**src/rtl/sort_pkg.sv**
```systemverilog
// Shared constants and encodings for the sort RAM arbiter slice.
// Holds RAM geometry, requester port ids and arbiter FSM states.
package sort_pkg;

  localparam int AW = 4;
  localparam int DW = 8;

  typedef enum logic {
    PORT_SORT = 1'b0,
    PORT_HOST = 1'b1
  } port_e;

  typedef enum logic [1:0] {
    IDLE = 2'd0,
    OWN0 = 2'd1,
    OWN1 = 2'd2
  } arb_state_e;

endpackage

```
**src/rtl/ram_port_arbiter_if.sv**
```systemverilog
// Bundle of both requester ports plus the RAM pins and busy flag.
// slave: arbiter view; master: requesters/RAM view.
interface ram_port_arbiter_if;
  import sort_pkg::*;

  logic          req0;
  logic          lock0;
  logic          we0;
  logic [AW-1:0] addr0;
  logic [DW-1:0] wdata0;
  logic          gnt0;
  logic          rvalid0;

  logic          req1;
  logic          lock1;
  logic          we1;
  logic [AW-1:0] addr1;
  logic [DW-1:0] wdata1;
  logic          gnt1;
  logic          rvalid1;

  logic [DW-1:0] rdata;
  logic [AW-1:0] ram_addr;
  logic [DW-1:0] ram_wdata;
  logic          ram_wren;
  logic [DW-1:0] ram_q;
  logic          busy;

  modport slave (
    input  req0, lock0, we0, addr0, wdata0,
    input  req1, lock1, we1, addr1, wdata1,
    input  ram_q,
    output gnt0, rvalid0, gnt1, rvalid1,
    output rdata, ram_addr, ram_wdata,
    output ram_wren, busy
  );

  modport master (
    output req0, lock0, we0, addr0, wdata0,
    output req1, lock1, we1, addr1, wdata1,
    output ram_q,
    input  gnt0, rvalid0, gnt1, rvalid1,
    input  rdata, ram_addr, ram_wdata,
    input  ram_wren, busy
  );

endinterface

```
**src/rtl/rd_tag_pipe.sv**
```systemverilog
// RD_LAT-deep {valid, id} shift register tracking reads in flight.
// Ports: C, R, i_push, i_id in; o_valid, o_id (oldest), o_any out.
module rd_tag_pipe #(
  parameter int RD_LAT = 1
) (
  input  logic C,
  input  logic R,
  input  logic i_push,
  input  logic i_id,
  output logic o_valid,
  output logic o_id,
  output logic o_any
);

  logic [RD_LAT-1:0] r_v;
  logic [RD_LAT-1:0] r_id;
  logic [RD_LAT:0]   w_v_nx;
  logic [RD_LAT:0]   w_id_nx;

  assign w_v_nx  = {r_v, i_push};
  assign w_id_nx = {r_id, i_id};

  always_ff @(posedge C) begin
    if (R) begin
      r_v  <= '0;
      r_id <= '0;
    end else begin
      r_v  <= w_v_nx[RD_LAT-1:0];
      r_id <= w_id_nx[RD_LAT-1:0];
    end
  end

  assign o_valid = r_v[RD_LAT-1];
  assign o_id    = r_id[RD_LAT-1];
  assign o_any   = |r_v;

endmodule

```
**src/rtl/ram_port_arbiter.sv**
```systemverilog
// Round-robin arbiter with locked bursts sharing one 16x8 RAM port.
// Ports: C, R plain; b (slave) carries both requesters and RAM pins.
module ram_port_arbiter
  import sort_pkg::*;
#(
  parameter int RD_LAT    = 1,
  parameter int MAX_BURST = 16
) (
  input  logic C,
  input  logic R,
  ram_port_arbiter_if.slave b
);

  localparam int CW = $clog2(MAX_BURST + 1);

  arb_state_e    r_state;
  logic          r_rr;
  logic [CW-1:0] r_cnt;
  logic [AW-1:0] r_addr;
  logic [DW-1:0] r_wdata;

  logic          w_g0;
  logic          w_g1;
  logic          w_force;
  logic          w_cap;
  logic [AW-1:0] w_addr;
  logic [DW-1:0] w_wdata;
  logic          w_push;
  logic          w_pv;
  logic          w_pid;
  logic          w_pany;

  assign w_cap = (r_cnt == CW'(MAX_BURST));

  always_comb begin
    w_g0    = 1'b0;
    w_g1    = 1'b0;
    w_force = 1'b0;
    unique case (r_state)
      IDLE: begin
        w_g0 = b.req0 & (~b.req1 | ~r_rr);
        w_g1 = b.req1 & (~b.req0 | r_rr);
      end
      OWN0: begin
        w_force = w_cap & b.req1;
        w_g0    = b.req0 & ~w_force;
      end
      OWN1: begin
        w_force = w_cap & b.req0;
        w_g1    = b.req1 & ~w_force;
      end
      default: ;
    endcase
    if (R) begin
      w_g0 = 1'b0;
      w_g1 = 1'b0;
    end
  end

  // Hold last granted address/data when idle to cut pin toggling.
  always_comb begin
    w_addr  = r_addr;
    w_wdata = r_wdata;
    if (w_g1) begin
      w_addr  = b.addr1;
      w_wdata = b.wdata1;
    end else if (w_g0 || R) begin
      w_addr  = b.addr0;
      w_wdata = b.wdata0;
    end
  end

  always_ff @(posedge C) begin
    if (R) begin
      r_state <= IDLE;
      r_rr    <= 1'b0;
      r_cnt   <= '0;
      r_addr  <= '0;
      r_wdata <= '0;
    end else begin
      if (w_g0 || w_g1) begin
        r_addr  <= w_addr;
        r_wdata <= w_wdata;
      end
      unique case (r_state)
        IDLE: begin
          if (w_g0 || w_g1) begin
            r_rr <= w_g0;
            if (w_g0 ? b.lock0 : b.lock1) begin
              r_state <= w_g0 ? OWN0 : OWN1;
              r_cnt   <= CW'(1);
            end
          end
        end
        OWN0: begin
          if (w_g0 && !w_cap) r_cnt <= r_cnt + 1'b1;
          if (w_force || !b.lock0) r_state <= IDLE;
        end
        OWN1: begin
          if (w_g1 && !w_cap) r_cnt <= r_cnt + 1'b1;
          if (w_force || !b.lock1) r_state <= IDLE;
        end
        default: r_state <= IDLE;
      endcase
    end
  end

  assign w_push = (w_g0 & ~b.we0) | (w_g1 & ~b.we1);

  rd_tag_pipe #(
    .RD_LAT (RD_LAT)
  ) u_pipe (
    .C       (C),
    .R       (R),
    .i_push  (w_push),
    .i_id    (w_g1),
    .o_valid (w_pv),
    .o_id    (w_pid),
    .o_any   (w_pany)
  );

  assign b.gnt0      = w_g0;
  assign b.gnt1      = w_g1;
  assign b.ram_addr  = w_addr;
  assign b.ram_wdata = w_wdata;
  assign b.ram_wren  = (w_g0 & b.we0) | (w_g1 & b.we1);
  assign b.rdata     = b.ram_q;
  assign b.rvalid0   = ~R & w_pv & (w_pid == PORT_SORT);
  assign b.rvalid1   = ~R & w_pv & (w_pid == PORT_HOST);
  assign b.busy      = ~R & ((r_state != IDLE) | w_pany);

endmodule

```
**src/flat_wrapper.sv**
```systemverilog
// flat-port wrapper written by rule: the top's interface ports become plain ports
module ram_port_arbiter_flat import sort_pkg::*;
#(
  parameter int RD_LAT    = 1,
  parameter int MAX_BURST = 16
)
  (C, R, b_req0, b_lock0, b_we0, b_addr0, b_wdata0, b_req1, b_lock1, b_we1, b_addr1, b_wdata1, b_ram_q, b_gnt0, b_rvalid0, b_gnt1, b_rvalid1, b_rdata, b_ram_addr, b_ram_wdata, b_ram_wren, b_busy);
  ram_port_arbiter_if b_i ();
  input  logic C;
  input  logic R;
  input wire logic [$bits(b_i.req0)-1:0] b_req0;
  input wire logic [$bits(b_i.lock0)-1:0] b_lock0;
  input wire logic [$bits(b_i.we0)-1:0] b_we0;
  input wire logic [$bits(b_i.addr0)-1:0] b_addr0;
  input wire logic [$bits(b_i.wdata0)-1:0] b_wdata0;
  input wire logic [$bits(b_i.req1)-1:0] b_req1;
  input wire logic [$bits(b_i.lock1)-1:0] b_lock1;
  input wire logic [$bits(b_i.we1)-1:0] b_we1;
  input wire logic [$bits(b_i.addr1)-1:0] b_addr1;
  input wire logic [$bits(b_i.wdata1)-1:0] b_wdata1;
  input wire logic [$bits(b_i.ram_q)-1:0] b_ram_q;
  output wire logic [$bits(b_i.gnt0)-1:0] b_gnt0;
  output wire logic [$bits(b_i.rvalid0)-1:0] b_rvalid0;
  output wire logic [$bits(b_i.gnt1)-1:0] b_gnt1;
  output wire logic [$bits(b_i.rvalid1)-1:0] b_rvalid1;
  output wire logic [$bits(b_i.rdata)-1:0] b_rdata;
  output wire logic [$bits(b_i.ram_addr)-1:0] b_ram_addr;
  output wire logic [$bits(b_i.ram_wdata)-1:0] b_ram_wdata;
  output wire logic [$bits(b_i.ram_wren)-1:0] b_ram_wren;
  output wire logic [$bits(b_i.busy)-1:0] b_busy;
  assign b_i.req0 = b_req0;
  assign b_i.lock0 = b_lock0;
  assign b_i.we0 = b_we0;
  assign b_i.addr0 = b_addr0;
  assign b_i.wdata0 = b_wdata0;
  assign b_i.req1 = b_req1;
  assign b_i.lock1 = b_lock1;
  assign b_i.we1 = b_we1;
  assign b_i.addr1 = b_addr1;
  assign b_i.wdata1 = b_wdata1;
  assign b_i.ram_q = b_ram_q;
  assign b_gnt0 = b_i.gnt0;
  assign b_rvalid0 = b_i.rvalid0;
  assign b_gnt1 = b_i.gnt1;
  assign b_rvalid1 = b_i.rvalid1;
  assign b_rdata = b_i.rdata;
  assign b_ram_addr = b_i.ram_addr;
  assign b_ram_wdata = b_i.ram_wdata;
  assign b_ram_wren = b_i.ram_wren;
  assign b_busy = b_i.busy;
  ram_port_arbiter #(.RD_LAT(RD_LAT), .MAX_BURST(MAX_BURST)) u_core (.C(C), .R(R), .b(b_i));
endmodule
```
**config.mk**
```make
export PLATFORM = sky130hd
export DESIGN_NAME = ram_port_arbiter_flat
export DESIGN_NICKNAME = d
export VERILOG_FILES = /design/src/rtl/sort_pkg.sv /design/src/rtl/ram_port_arbiter_if.sv /design/src/rtl/rd_tag_pipe.sv /design/src/rtl/ram_port_arbiter.sv /design/src/flat_wrapper.sv
export SDC_FILE = /design/constraint.sdc
export NUM_CORES = 1
export LEC_CHECK = 0
export BUFFER_PORTS_ARGS = -buffer_cell sky130_fd_sc_hd__buf_2
export CAP_MARGIN = 20
export CORE_MARGIN = 5
export CORE_UTILIZATION = 45
export CTS_CLUSTER_DIAMETER = 120
export DETAILED_ROUTE_END_ITERATION = 12
export GPL_ROUTABILITY_DRIVEN = 0
export HOLD_SLACK_MARGIN = 0.03
export PLACE_DENSITY = 0.76
export SLEW_MARGIN = 10
export SYNTH_ARGS = -nofsm -noshare
export SYNTH_HDL_FRONTEND = slang
export SYNTH_HIERARCHICAL = 1
export SYNTH_SLANG_ARGS = --single-unit
```
**constraint.sdc**
```tcl
create_clock -name C -period 6.3 [get_ports C]
set_clock_uncertainty 0.2 [all_clocks]
set_input_delay 1.26 -clock C [delete_from_list [all_inputs] [get_ports C]]
set_output_delay 1.26 -clock C [all_outputs]
set_load 0.01 [all_outputs]
```
==> flow_metrics.py <==
metrics = {
    "placement": {
        "port_buffers": 49,
        "dp_hpwl_mm": 2.66,
        "dpl.cell_count": 267,
        "dp_worst_setup_slack_ns": 1.60,
    },
    "status": {
        "status": "complete, no violations",
    },
    "setup_path": {
        "endpoint_kind": "primary output",
        "r2r_end": "u_core/r_state[1]",
        "crit_type": "in -> out",
        "critical_path.endpoint": "b_ram_wdata[3]",
        "arrival_ns": 3.23,
        "critPathLaunchType": "input port",
        "path_common_cell": "buf_2",
        "ff2ff_path_depth": 8,
        "cp_slowest_cell": "and2_1",
        "reg2reg_slack_ns": 3.76,
        "path_buf_inv": 2,
        "crit_fanout": 13,
        "crit_required_ns": 4.84,
        "cpPeakStageDelay_ns": 0.49,
        "critical_path.top_delay_family": "simple AND/OR/NAND/NOR gates",
        "r2r-start": "u_core/r_state[1]",
        "crit_path_start": "b_req1",
        "cp.depth": 8,
        "crit_chain": "buf_2, and3b_1, a311oi_4, and2_1, nor2_2, mux2i_1, a21oi_1, buf_2",
    },
    "sta": {
        "period_minus_slack_ns": 4.69,
        "relSlewSlack_pct": 50.1,
        "fmax_mhz": 213,
        "fin_crit_sh_pct": 74.4,
        "rsz0062_at_grt": "false",
        "final_hold_viol_count": 0,
        "slew_viol_final": 0,
        "fin_ws_ns": 1.61,
        "finalSetupTns_ns": 0,
        "worstMarginPinSlew_ns": 0.748,
        "setup_viol": 0,
    },
    "routing": {
        "drt_iter0_markers": 71,
        "drcViolationCount": 0,
        "post_drt_wl_per_cell_um": 13.0,
        "antenna_left": 0,
        "dr.pass1.iters": 4,
        "vias_per_cell": 5.24,
        "routed_wl_mm": 3.54,
        "vias": 1421,
    },
    "floorplan": {
        "core_area_sq_um": 3310,
        "die_y_um": 68.1,
        "row_count": 21,
        "start_util_pct": 45.9,
        "ios": 66,
        "die_area_sq_um": 4640,
        "die_w_um": 68.1,
    },
    "global_route": {
        "grt_usage_pct": 16.4,
        "grt_pass1_vias": 1336,
        "grt_first_pass_wirelength_mm": 5.93,
        "grt_overflow": 0,
        "grt_max_degree": 39,
        "antenna_found_initial": 0,
    },
    "yosys": {
        "yosys.area.top_type": "dfxtp_1",
        "syn_area_sq_um": 1520,
        "synth_cells": 189,
        "netlist-cell-type-count": 38,
        "yosysSeqAreaShare_pct": 29.0,
        "synth_top_area_share_pct": 29.0,
        "ys_seq_elements": 22,
        "synthFlopType": "dfxtp_1",
        "synth-edff-count": 0,
        "synthTopCellsByArea": "dfxtp_1 29%, mux2i_1 8.6%, nand2_1 8.4%",
        "synthesis.nets": 235,
        "synth.yosys.warnings": 6,
        "avgSynthCellArea_sq_um": 8.04,
        "ys_async_sr_fraction_pct": 0,
    },
    "final_layout": {
        "antenna_cells": 0,
        "area_growth_pct": 16.7,
        "final_util_pct": 53.6,
        "drive_gt1_share_pct": 28.9,
        "instances_no_fill": 271,
        "nNetsFinal": 272,
    },
    "clocking": {
        "tritoncts": "yes",
        "cts_sinks": 22,
        "cts_buffers": 3,
        "cts_root_buf": "clkbuf_4",
        "clk_pin_slew_ns": 0.13,
        "holdBufCountCts": 0,
        "htree_num_levels": 1,
        "clk_latency_ns": 0.31,
        "cts_setup_buffers": 0,
        "cts.path.max_buffers": 2,
        "cts_resized": 0,
    },
    "power": {
        "ir_worst_vdd_uv": 173,
        "p_leak_nw": 0.779,
        "p_total_mw": 0.658,
        "pwr_density_cell_nw_per_um2": 371,
    },
    "worst_hold_path": {
        "hp-class": "reg -> reg",
        "hold_path_depth": 2,
    },
    "flow_run": {
        "cap_violations": 0,
    },
}
[how the worst min path moves through the flow]
| stage | start | endpoint | slack (ns) |
|---|---|---|---|
| 6_report | u_core/r_wdata[6] | u_core/r_wdata[6] | 0.30 |
| 2_1_floorplan | u_core/r_addr[0] | u_core/r_addr[0] | 0.26 |
| 5_1_grt | u_core/r_wdata[6] | u_core/r_wdata[6] | 0.32 |
| 3_3_place_gp | u_core/r_wdata[7] | u_core/r_wdata[7] | 0.27 |
| 4_1_cts | u_core/r_wdata[6] | u_core/r_wdata[6] | 0.29 |
| 3_5_place_dp | u_core/r_wdata[6] | u_core/r_wdata[6] | 0.27 |
[layout by cell type, fill, tap and decap left out, drive strengths merged]
cell type / n
buf: 50
nand2: 34
dfxtp: 22
nor2: 19
a21oi: 14
mux2i: 13
a311oi: 13
inv: 9
ha: 6
nand3: 5
a32o: 4
o21ai: 4
clkbuf: 3
nor2b: 3
a211oi: 3
nor3: 3
nand2b: 2
a22o: 2
nor3b: 2
a31oi: 2
o21a: 2
bufinv: 1
and4bb: 1
and3b: 1
and2: 1
o22ai: 1
and3: 1
a22oi: 1
mux2: 1
nand3b: 1
nor4b: 1
[Yosys cell counts (3+ instances only)]
library cell	number
nand3_1	5
nor2b_1	3
nor2_1	18
a32o_1	4
ha_1	6
mux2i_1	13
buf_4	11
a21oi_1	13
dfxtp_1	22
clkbuf_1	7
a311oi_1	12
nand2_1	34
inv_1	8
o21ai_0	3
[flip-flops by register name, summed over array words and instances (netlist names)]
register	cells
u_core/r_state	2
u_core/r_addr	4
u_core/r_cnt	5
u_core/r_wdata	8
u_core/u_pipe/o_any	1
u_core/r_rr	1
u_core/u_pipe/o_id	1
[metal layers]
| metal | GRT usage [%] | up-vias | wire length [um] | part of all wire, % |
|---|---|---|---|---|
| met1 | 20.5 | 651 | 1540 | 44 |
| met3 | 2.96 | 2 | 194 | 5.5 |
| met2 | 27.6 | 29 | 1760 | 50 |
| met4 | 6.45 | 0 | 40 | 1.1 |
| met5 | 0 | - | 0 | 0 |
| li1 | - | 739 | - | - |
[worst reg2reg max path: cells and delay by family (launching register included)]
family | cells | cell delay [ns]
flops | 1 | 0.35
mux | 1 | 0.33
fa+ha+maj | 1 | 0.30
buf+inv | 1 | 0.10
simple gates | 2 | 0.50
compound gates | 3 | 0.68
[stage by stage]
step	hold WS [ns]	instance area [sq um]
after floorplan	0.258	1520
after global routing	0.316	1770
after detailed placement	0.275	1720
after global placement	0.269	1720
final	0.296	1770
after CTS	0.293	1770
[final cells by class]
type	instances	area, sq um
clock buffers	3	22.5
clock inverters	1	30.0
flip-flops and latches	22	440
repair buffers	50	253
multi-input cells	140	937
fillers	338	1540
well taps	46	57.6
inverters	9	33.8
[cell families after synthesis]
group	count (synthesis)	share of synthesized area (%)
AO/OA/AOI/OAI	46	24.0
adder cells (fa/ha/maj)	6	4.94
buffers and inverters	27	9.38
flip-flops	22	29.0
multiplexers	14	9.55
AND/OR/NAND/NOR	74	23.2
[power by group]
part | switching, mW | internal, mW
clock network | 0.0451 | 0.0643
logic | 0.204 | 0.148
registers | 0.0225 | 0.173
Note: power is estimated with default switching activity, not from simulation.
